**src/rtl/bsg_idiv_iterative_pkg.sv**
```systemverilog
// rtl/bsg_idiv_iterative_pkg.sv - shared state encoding and helpers for the iterative divider
package bsg_idiv_iterative_pkg;

   typedef enum logic [2:0] {
      IDLE  = 3'd0,
      NEG_A = 3'd1,
      NEG_B = 3'd2,
      CALC  = 3'd3,
      NEG_Q = 3'd4,
      NEG_R = 3'd5,
      DONE  = 3'd6
   } bsg_idiv_state_e;

   // ceil(log2(x)) that never returns zero, so a counter is always at least one bit
   function automatic int safe_clog2(input int x);
      return (x <= 1) ? 1 : $clog2(x);
   endfunction

endpackage

```
**src/rtl/bsg_adder_cin.sv**
```systemverilog
// rtl/bsg_adder_cin.sv - plain adder with carry-in, the divider's only arithmetic unit
module bsg_adder_cin #(
   parameter int width_p = 33
) (
   input  logic [width_p-1:0] a_i,
   input  logic [width_p-1:0] b_i,
   input  logic               cin_i,
   output logic [width_p-1:0] o
);

   assign o = a_i + b_i + {{(width_p-1){1'b0}}, cin_i};

endmodule

```
**src/rtl/bsg_idiv_iterative_restoring.sv**
```systemverilog
// rtl/bsg_idiv_iterative_restoring.sv - multi-cycle signed/unsigned restoring integer divider
module bsg_idiv_iterative_restoring
   import bsg_idiv_iterative_pkg::*;
#(
   parameter int width_p = 32
) (
   input  logic               clk_i,
   input  logic               reset_i,
   input  logic               v_i,
   output logic               ready_and_o,
   input  logic [width_p-1:0] dividend_i,
   input  logic [width_p-1:0] divisor_i,
   input  logic               signed_div_i,
   output logic               v_o,
   output logic [width_p-1:0] quotient_o,
   output logic [width_p-1:0] remainder_o,
   input  logic               yumi_i
);

   localparam int cnt_w_lp = safe_clog2(width_p + 1);

   bsg_idiv_state_e state_q, state_d;

   // quot_q holds the dividend until CALC shifts it out and the quotient in
   logic [width_p-1:0]  quot_q, quot_d;
   logic [width_p-1:0]  div_q, div_d;
   logic [width_p-1:0]  rem_q, rem_d;
   logic [cnt_w_lp-1:0] cnt_q, cnt_d;
   logic                signed_q, signed_d;
   logic                a_sign_q, a_sign_d;
   logic                b_sign_q, b_sign_d;
   logic                zero_q, zero_d;

   logic [width_p:0]    add_a, add_b, add_sum;
   logic                add_cin;
   logic [width_p:0]    shifted;
   logic                a_neg, b_neg;

   bsg_adder_cin #(.width_p(width_p + 1)) adder (
      .a_i   (add_a),
      .b_i   (add_b),
      .cin_i (add_cin),
      .o     (add_sum)
   );

   assign a_neg   = signed_q & a_sign_q;
   assign b_neg   = signed_q & b_sign_q;
   assign shifted = {rem_q, quot_q[width_p-1]};

   // next-state, adder operand steering and datapath updates
   always_comb begin
      state_d  = state_q;
      quot_d   = quot_q;
      div_d    = div_q;
      rem_d    = rem_q;
      cnt_d    = cnt_q;
      signed_d = signed_q;
      a_sign_d = a_sign_q;
      b_sign_d = b_sign_q;
      zero_d   = zero_q;
      add_a    = '0;
      add_b    = '0;
      add_cin  = 1'b0;

      case (state_q)
         IDLE: begin
            if (v_i) begin
               state_d  = NEG_A;
               quot_d   = dividend_i;
               div_d    = divisor_i;
               rem_d    = '0;
               cnt_d    = '0;
               signed_d = signed_div_i;
               a_sign_d = dividend_i[width_p-1];
               b_sign_d = divisor_i[width_p-1];
               zero_d   = (divisor_i == '0);
            end
         end
         NEG_A: begin
            add_b   = ~{1'b0, quot_q};
            add_cin = 1'b1;
            if (a_neg) quot_d = add_sum[width_p-1:0];
            state_d = NEG_B;
         end
         NEG_B: begin
            add_b   = ~{1'b0, div_q};
            add_cin = 1'b1;
            if (b_neg) div_d = add_sum[width_p-1:0];
            cnt_d   = '0;
            state_d = CALC;
         end
         CALC: begin
            // trial subtract; a clear top bit means the partial remainder covered the divisor
            add_a   = shifted;
            add_b   = ~{1'b0, div_q};
            add_cin = 1'b1;
            cnt_d   = cnt_q + cnt_w_lp'(1);
            if (cnt_q == cnt_w_lp'(width_p)) begin
               state_d = NEG_Q;
            end else begin
               rem_d  = add_sum[width_p] ? shifted[width_p-1:0] : add_sum[width_p-1:0];
               quot_d = {quot_q[width_p-2:0], ~add_sum[width_p]};
            end
         end
         NEG_Q: begin
            add_b   = ~{1'b0, quot_q};
            add_cin = 1'b1;
            if ((a_neg ^ b_neg) & ~zero_q) quot_d = add_sum[width_p-1:0];
            state_d = NEG_R;
         end
         NEG_R: begin
            add_b   = ~{1'b0, rem_q};
            add_cin = 1'b1;
            if (a_neg) rem_d = add_sum[width_p-1:0];
            state_d = DONE;
         end
         DONE: begin
            if (yumi_i) state_d = IDLE;
         end
         default: state_d = IDLE;
      endcase
   end

   // state and datapath registers with synchronous reset
   always_ff @(posedge clk_i) begin
      if (reset_i) begin
         state_q  <= IDLE;
         quot_q   <= '0;
         div_q    <= '0;
         rem_q    <= '0;
         cnt_q    <= '0;
         signed_q <= 1'b0;
         a_sign_q <= 1'b0;
         b_sign_q <= 1'b0;
         zero_q   <= 1'b0;
      end else begin
         state_q  <= state_d;
         quot_q   <= quot_d;
         div_q    <= div_d;
         rem_q    <= rem_d;
         cnt_q    <= cnt_d;
         signed_q <= signed_d;
         a_sign_q <= a_sign_d;
         b_sign_q <= b_sign_d;
         zero_q   <= zero_d;
      end
   end

   assign ready_and_o = (state_q == IDLE);
   assign v_o         = (state_q == DONE);
   assign quotient_o  = quot_q;
   assign remainder_o = rem_q;

endmodule
```
**config.mk**
```make
export PLATFORM = sky130hd
export DESIGN_NAME = bsg_idiv_iterative_restoring
export DESIGN_NICKNAME = d
export VERILOG_FILES = /design/src/rtl/bsg_idiv_iterative_pkg.sv /design/src/rtl/bsg_adder_cin.sv /design/src/rtl/bsg_idiv_iterative_restoring.sv
export SDC_FILE = /design/constraint.sdc
export NUM_CORES = 1
export LEC_CHECK = 0
export CAP_MARGIN = 10
export CORE_MARGIN = 3
export CORE_UTILIZATION = 40
export CTS_CLUSTER_DIAMETER = 30
export DETAILED_ROUTE_END_ITERATION = 6
export HOLD_SLACK_MARGIN = 0.12
export PLACE_DENSITY = 0.67
export RECOVER_POWER = 50
export SYNTH_ARGS = -nofsm -noshare
export SYNTH_HDL_FRONTEND = slang
export SYNTH_SLANG_ARGS = --single-unit
```
**constraint.sdc**
```tcl
create_clock -name clk_i -period 6.1 [get_ports clk_i]
set_clock_uncertainty 0.05 [all_clocks]
set_input_delay 0.915 -clock clk_i [delete_from_list [all_inputs] [get_ports clk_i]]
set_output_delay 0.915 -clock clk_i [all_outputs]
set_load 0.03 [all_outputs]
```
==> results of run 1 <==
cell usage in the layout, fill, tap and decap left out, types with 19 or more instances in the layout:
master	synthesis	layout
a211oi_1	21	21
a21oi_1	91	90
a22oi_1	38	38
and3_1	36	36
buf_4	1	20
clkdlybuf4s50_1	0	69
dfxtp_1	109	106
dlygate4sd3_1	0	64
ha_1	33	33
mux2i_1	31	31
nand2_1	94	94
nand3_1	26	26
nor2_1	143	140
nor3_1	27	28
o21ai_0	48	48
o22ai_1	32	32
xor2_1	19	19
layer usage:
metal | up-vias | wire (um)
met4 | 0 | 759
met3 | 51 | 2590
met1 | 4194 | 13900
met2 | 434 | 13300
li1 | 4095 | -
met5 | - | 0
worst max-delay path, delay by kind of cell (launching register included):
kind / cells / cell delay [ns]
compound gates: 9 / 2.49
fa+ha+maj: 2 / 0.89
buf+inv: 1 / 0.20
flops: 1 / 0.50
simple gates: 4 / 0.99
worst max path at each step:
stage / end / from / slack (ns) / cells past startpoint
global route: remainder_o[24] / state_q[1] / 0.54 / 15
finish: remainder_o[21] / state_q[2] / 0.88 / 16
global placement: remainder_o[21] / state_q[2] / 1.19 / 16
floorplan: remainder_o[21] / state_q[0] / 1.63 / 19
detailed placement: remainder_o[21] / state_q[2] / 1.01 / 16
CTS: remainder_o[21] / state_q[2] / 0.95 / 16
sequential cells by signal, summed over array words and instances (netlist names):
| signal | cells |
|---|---|
| a_sign_q | 1 |
| b_sign_q | 1 |
| cnt_q | 6 |
| div_q | 32 |
| quotient_o | 32 |
| remainder_o | 32 |
| signed_q | 1 |
| state_q | 3 |
| zero_q | 1 |
layout make-up:
class / instances / area share [%]
multi-input cells: 848 / 55.0
flip-flops and latches: 109 / 22.5
repair buffers: 155 / 15.3
well taps: 260 / 3.34
clock buffers: 12 / 2.63
clock inverters: 4 / 0.720
inverters: 14 / 0.540
cells by family after synthesis:
logic type,count (synthesis),share of synthesized area (%)
fa+ha+maj,35,5.72
simple gates,374,21.6
mux,31,3.92
buf+inv,97,5.01
flops,109,27.6
xor+xnor,34,3.76
compound gates,374,32.4
metrics by stage:
step	setup slack (ns)	total power, W	cells	util (%)	hold WS, ns
2_1_floorplan	1.63	0.00134	1054	-	0.398
3_3_place_gp	1.19	0.00163	1386	49.4	0.420
3_5_place_dp	1.01	0.00163	1386	49.4	0.427
4_1_cts	0.948	0.00229	1402	51.1	0.437
5_1_grt	0.540	0.00239	1402	51.0	0.462
6_report	0.879	0.00229	1402	51.0	0.439
report_power, final:
part | switching [W] | total (W) | internal, W
Sequential | 0.0000767 | 0.000852 | 0.000775
Combinational | 0.000480 | 0.000767 | 0.000287
Clock | 0.000287 | 0.000669 | 0.000382
==> impl_metrics.csv, run 1 <==
group,metric,value,unit
outcome,run_status,"complete, but fails checks",
outcome,violations_in_the_final_reports,"capacitance limit, slew limit",
clock_network,cts.sinks,109,
final_layout,fillCellCount,1889,
clock_network,tritoncts,"built",
timing,period_share,85.6,%
logic_synthesis,synth_ff_type,"dfxtp_1",
placed_design,detailed_place_hpwl,21.8,mm
die,die_width,147,um
worst_setup_path,cp_max_fo,25,
worst_setup_path,source_of_the_worst_register_to_register_timing_path,"state_q[2]",
logic_synthesis,synth_top_area_share,27.6,%
worst_setup_path,endpoint_kind,"flip-flop",
die,row_count,50,
logic_synthesis,synth_edf_count,0,
timing,finalMaxSlewViolations,81,
worst_setup_path,critical_path.max_stage_delay,0.79,ns
logic_synthesis,async_reset_ff_share,0,%
global_routing,globalRouteMet3Util,4.56,%
logic_synthesis,yosysSeqAreaShare,27.6,%
placed_design,placedInstanceArea,0.00942,mm2
die,coreArea,0.0191,mm2
final_layout,layout-drive-gt1-share,5.43,%
drt,vias_per_cell,6.26,
run,max_capacitance_violation_count,1,
min_path,hold-path-endpoint,"a_sign_q",
global_routing,grt_pass1_wl,47.2,mm
global_routing,overflow,0,
logic_synthesis,post-synth-top-count-cell,"nor2_1",
logic_synthesis,synth_fp_nets,1158,
timing,setup_violations,0,
logic_synthesis,synth_top_cells_by_count,"143 x nor2_1, 109 x dfxtp_1, 94 x nand2_1, 91 x a21oi_1, 62 x clkbuf_1",
die,floorplan.initialDensity,41.5,%
die,dieArea,0.0215,mm2
global_routing,globalRouteMet1Util,40.4,%
worst_setup_path,timing.critical_path.cells,"nand2b_1 -> buf_4 -> nor2_1 -> a21oi_1 -> o22a_1 -> fa_1 -> fa_1 -> nand2b_1 -> a21oi_2 -> o2111ai_2 -> a21bo_2 -> a21oi_2 -> a221oi_4 -> o21ai_1 -> nand2_1 -> o21ai_0",
logic_synthesis,yosys_warnings,0,
global_routing,vias_in_the_first_global_route,8000,
logic_synthesis,synthesis.area_per_instance,7.51,um2
final_layout,register_area,0.00219,mm2
clock_network,cts.repair.resized,0,
global_routing,grt.busiest_layer,"met2",
worst_setup_path,criticalPathCategory,"reg -> reg",
placed_design,io_buffers,134,
global_routing,largest_net_degree_at_the_start_of_global_routing,81,
logic_synthesis,netlist-cell-type-count,68,
worst_setup_path,r2r.worst_path.cells,16,
clock_network,post_cts_buffers,0,
global_routing,global_route.usage.total,27.5,%
logic_synthesis,post_synthesis_register_bit_count,109,
drt,drt_pass1_iterations,6,
logic_synthesis,netlist_area,0.00791,mm2
drt,wire_per_inst,21.8,um
timing,max_slew.worst_pin.slew,3.93,ns
timing,timing.max_slew.rel_slack,-162,%
global_routing,grt.met2_usage,40.9,%
worst_setup_path,worstPathArrival,5.46,ns
die,die_height,147,um
power_and_ir_drop,worst_ir_drop_vdd,0.133,mV
final_layout,finalInstanceArea,0.00973,mm2
clock_network,cts_hold_buf,0,
final_layout,multi_input_comb_area,0.00536,mm2
drt,wl,30.5,mm
min_path,worst_hold_depth,2,
timing,setup_tns_after_final_layout,0,ns
worst_setup_path,critPathSlowestCell,"o21ai_1",
min_path,hold_path_class,"reg -> reg",
drt,final_antenna_net_count,0,
timing,hold_viol,0,
power_and_ir_drop,power_leakage,4.00,nW
power_and_ir_drop,p_per_area,235,mW/mm2
worst_setup_path,cp.required,6.34,ns
drt,post-route-drc-count,0,
timing,finalWorstPathRequiredPeriod,5.22,ns
logic_synthesis,synth.area.top_cells,"dfxtp_1 28%, nor2_1 6.8%, a21oi_1 5.8%, ha_1 5.2%, nand2_1 4.5%",
die,ioPinCount,135,
clock_network,clkLatencyLatePin,0.37,ns
logic_synthesis,cell_count_after_synthesis,1054,
global_routing,grt_antenna_before_repair,0,
clock_network,clockBufferDepth,2,
timing,achievable-frequency,192,MHz
logic_synthesis,synth_top_area_cell,"dfxtp_1",
min_path,worstHoldStart,"a_sign_q",
worst_setup_path,regToRegSetupSlack,0.88,ns
final_layout,layout.nets,1241,
drt,detailedRoute.firstIterationViolations,1056,
clock_network,clk_root_buffer_cell,"clkbuf_16",
timing,rsz0062_at_grt,"no",
worst_setup_path,worst_r2r_endpoint,"remainder_o[21]",
worst_setup_path,nature_of_the_critical_path_startpoint,"flip-flop",
clock_network,cts_made_buffers,9,
clock_network,worst_setup_hold_path_clk_slew,0.07,ns
drt,vias,8774,
final_layout,insertedDiodeCount,0,
final_layout,areaGrowthSynthToFinish,23.0,%
placed_design,finalWeightedCongestion,1.00,
clock_network,h-tree-depth,3,
(Power assumes the default switching activity.)
==> run 2, diff against run 1 <==
--- a/config.mk
+++ b/config.mk
@@ -10,6 +10,7 @@
 export CORE_UTILIZATION = 40
 export CTS_CLUSTER_DIAMETER = 30
 export DETAILED_ROUTE_END_ITERATION = 6
+export GPL_ROUTABILITY_DRIVEN = 0
 export HOLD_SLACK_MARGIN = 0.12
 export PLACE_DENSITY = 0.67
 export RECOVER_POWER = 50
==> impl_metrics.csv, run 2 (same netlist as run 1, synthesis figures left out) <==
group,metric,value,unit
drt,drt_pass1_iterations,6,
timing,timing.max_slew.rel_slack,-163,%
timing,hold_viol,0,
global_routing,overflow,0,
global_routing,grt_antenna_before_repair,0,
min_path,hold_path_class,"reg -> reg",
die,die_width,147,um
placed_design,dp.cells,1384,
final_layout,fin_cells,1397,
die,die_height,147,um
drt,detail_route.wirelength.met1,13.2,mm
timing,rsz0062_at_grt,"no",
drt,vias_per_cell,6.24,
worst_setup_path,timing.critical_path.cells,"nand2b_1 -> buf_4 -> nor2_4 -> buf_4 -> nand2_1 -> fa_1 -> nand2b_1 -> a21oi_2 -> o2111ai_2 -> a21bo_2 -> a21oi_2 -> a221oi_4 -> o21ai_1 -> nand2_1 -> o21ai_0",
drt,final_antenna_net_count,0,
outcome,run_status,"complete, but fails checks",
clock_network,clkLatencyLatePin,0.37,ns
die,dieArea,0.0215,mm2
clock_network,cts.sinks,109,
run,max_capacitance_violation_count,1,
global_routing,global_route.usage.total,26.5,%
drt,detailedRoute.firstIterationViolations,1201,
drt,wl_met2,13.2,mm
timing,finalWorstPathRequiredPeriod,5.24,ns
placed_design,pre_cts_slack,0.976,ns
worst_setup_path,endpoint_kind,"flip-flop",
drt,post-route-drc-count,0,
clock_network,clockBufferDepth,2,
timing,achievable-frequency,191,MHz
clock_network,tritoncts,"built",
final_layout,layout.cells.most_common_list,"140 x nor2_1, 106 x dfxtp_1, 94 x nand2_1, 90 x a21oi_1, 69 x clkdlybuf4s50_1",
clock_network,cts_hold_buf,0,
clock_network,cts_made_buffers,9,
die,coreArea,0.0191,mm2
final_layout,most_common_library_cell_in_the_layout_ignoring_fill_and_taps,"nor2_1",
power_and_ir_drop,worst_ir_drop_vdd,0.146,mV
timing,setup_tns_after_final_layout,0,ns
worst_setup_path,gate_family_responsible_for_the_most_delay_along_the_worst_path,"compound AO/OA/AOI/OAI gates",
worst_setup_path,nature_of_the_critical_path_startpoint,"flip-flop",
final_layout,layout.nets,1239,
die,floorplan.initialDensity,41.5,%
clock_network,cts.repair.resized,0,
placed_design,detailed_place_hpwl,21.6,mm
global_routing,vias_in_the_first_global_route,7941,
outcome,violations_in_the_final_reports,"capacitance limit, slew limit",
die,ioPinCount,135,
final_layout,layout-drive-gt1-share,5.10,%
global_routing,largest_net_degree_at_the_start_of_global_routing,81,
placed_design,io_buffers,134,
clock_network,worst_setup_hold_path_clk_slew,0.07,ns
timing,period_share,85.9,%
timing,max_slew.worst_pin.slew,3.95,ns
drt,vias,8720,
worst_setup_path,crit_buf_inv,2,
worst_setup_path,critPathSlowestCell,"dfxtp_2",
clock_network,h-tree-depth,3,
worst_setup_path,criticalPathCategory,"reg -> reg",
drt,top_layer,"met4",
global_routing,grt_pass1_wl,46.2,mm
worst_setup_path,cp_max_fo,40,
worst_setup_path,cp.required,6.33,ns
drt,route.met3.wl,2.70,mm
final_layout,areaGrowthSynthToFinish,22.3,%
clock_network,clk_root_buffer_cell,"clkbuf_16",
worst_setup_path,regToRegSetupSlack,0.86,ns
power_and_ir_drop,power_leakage,3.97,nW
timing,finalMaxSlewViolations,81,
drt,wire_per_inst,21.3,um
worst_setup_path,worstPathArrival,5.47,ns
power_and_ir_drop,p_per_area,230,mW/mm2
timing,setup_slack,0.859,ns
die,row_count,50,
timing,fin_hold_ws,0.439,ns
worst_setup_path,critical_path.max_stage_delay,0.76,ns
timing,setup_violations,0,
clock_network,post_cts_buffers,0,
drt,wl,29.7,mm
final_layout,insertedDiodeCount,0,
run 2: final timing paths:
path         startpoint         endpoint  cells after the start
max          state_q[1]  remainder_o[21]                     15
min reg2reg    a_sign_q         a_sign_q                      2
max reg2reg  state_q[1]  remainder_o[21]                     15
min            a_sign_q         a_sign_q                      2
run 2: power by group:
group	switching [W]	internal (W)
clock	0.000275	0.000334
sequential	0.0000788	0.000775
combinational	0.000474	0.000286
total	0.000828	0.00140
run 2: worst reg2reg max path: stages, from the launching register on:
cell,delay (ns)
dfxtp_2,0.76
nand2b_1,0.15
buf_4,0.23
nor2_4,0.10
buf_4,0.46
nand2_1,0.17
fa_1,0.42
nand2b_1,0.19
a21oi_2,0.27
o2111ai_2,0.24
a21bo_2,0.29
a21oi_2,0.21
a221oi_4,0.12
o21ai_1,0.76
nand2_1,0.48
o21ai_0,0.26
run 2: per-layer routing:
| layer | global-route usage (%) | up-vias |
|---|---|---|
| met5 | 0 | - |
| met4 | 6.96 | 0 |
| met3 | 5.96 | 37 |
| met2 | 40.1 | 421 |
| met1 | 38.2 | 4178 |
| li1 | - | 4084 |
run 2: final cells by class:
type	count	area, um2
multi-input cells	848	5360
well taps	260	325
flip-flops and latches	109	2190
inverters	14	52.6
repair buffers	153	1470
clock inverters	2	35.0
fillers	1853	9400
clock buffers	11	253
run 2: metrics by stage:
stage / instance area (um2) / power (W) / util (%)
floorplan: 7910 / 0.00134 / -
global route: 9680 / 0.00232 / 50.7
CTS: 9690 / 0.00223 / 50.8
global placement: 9400 / 0.00162 / 49.3
finish: 9680 / 0.00222 / 50.7
detailed placement: 9400 / 0.00163 / 49.3
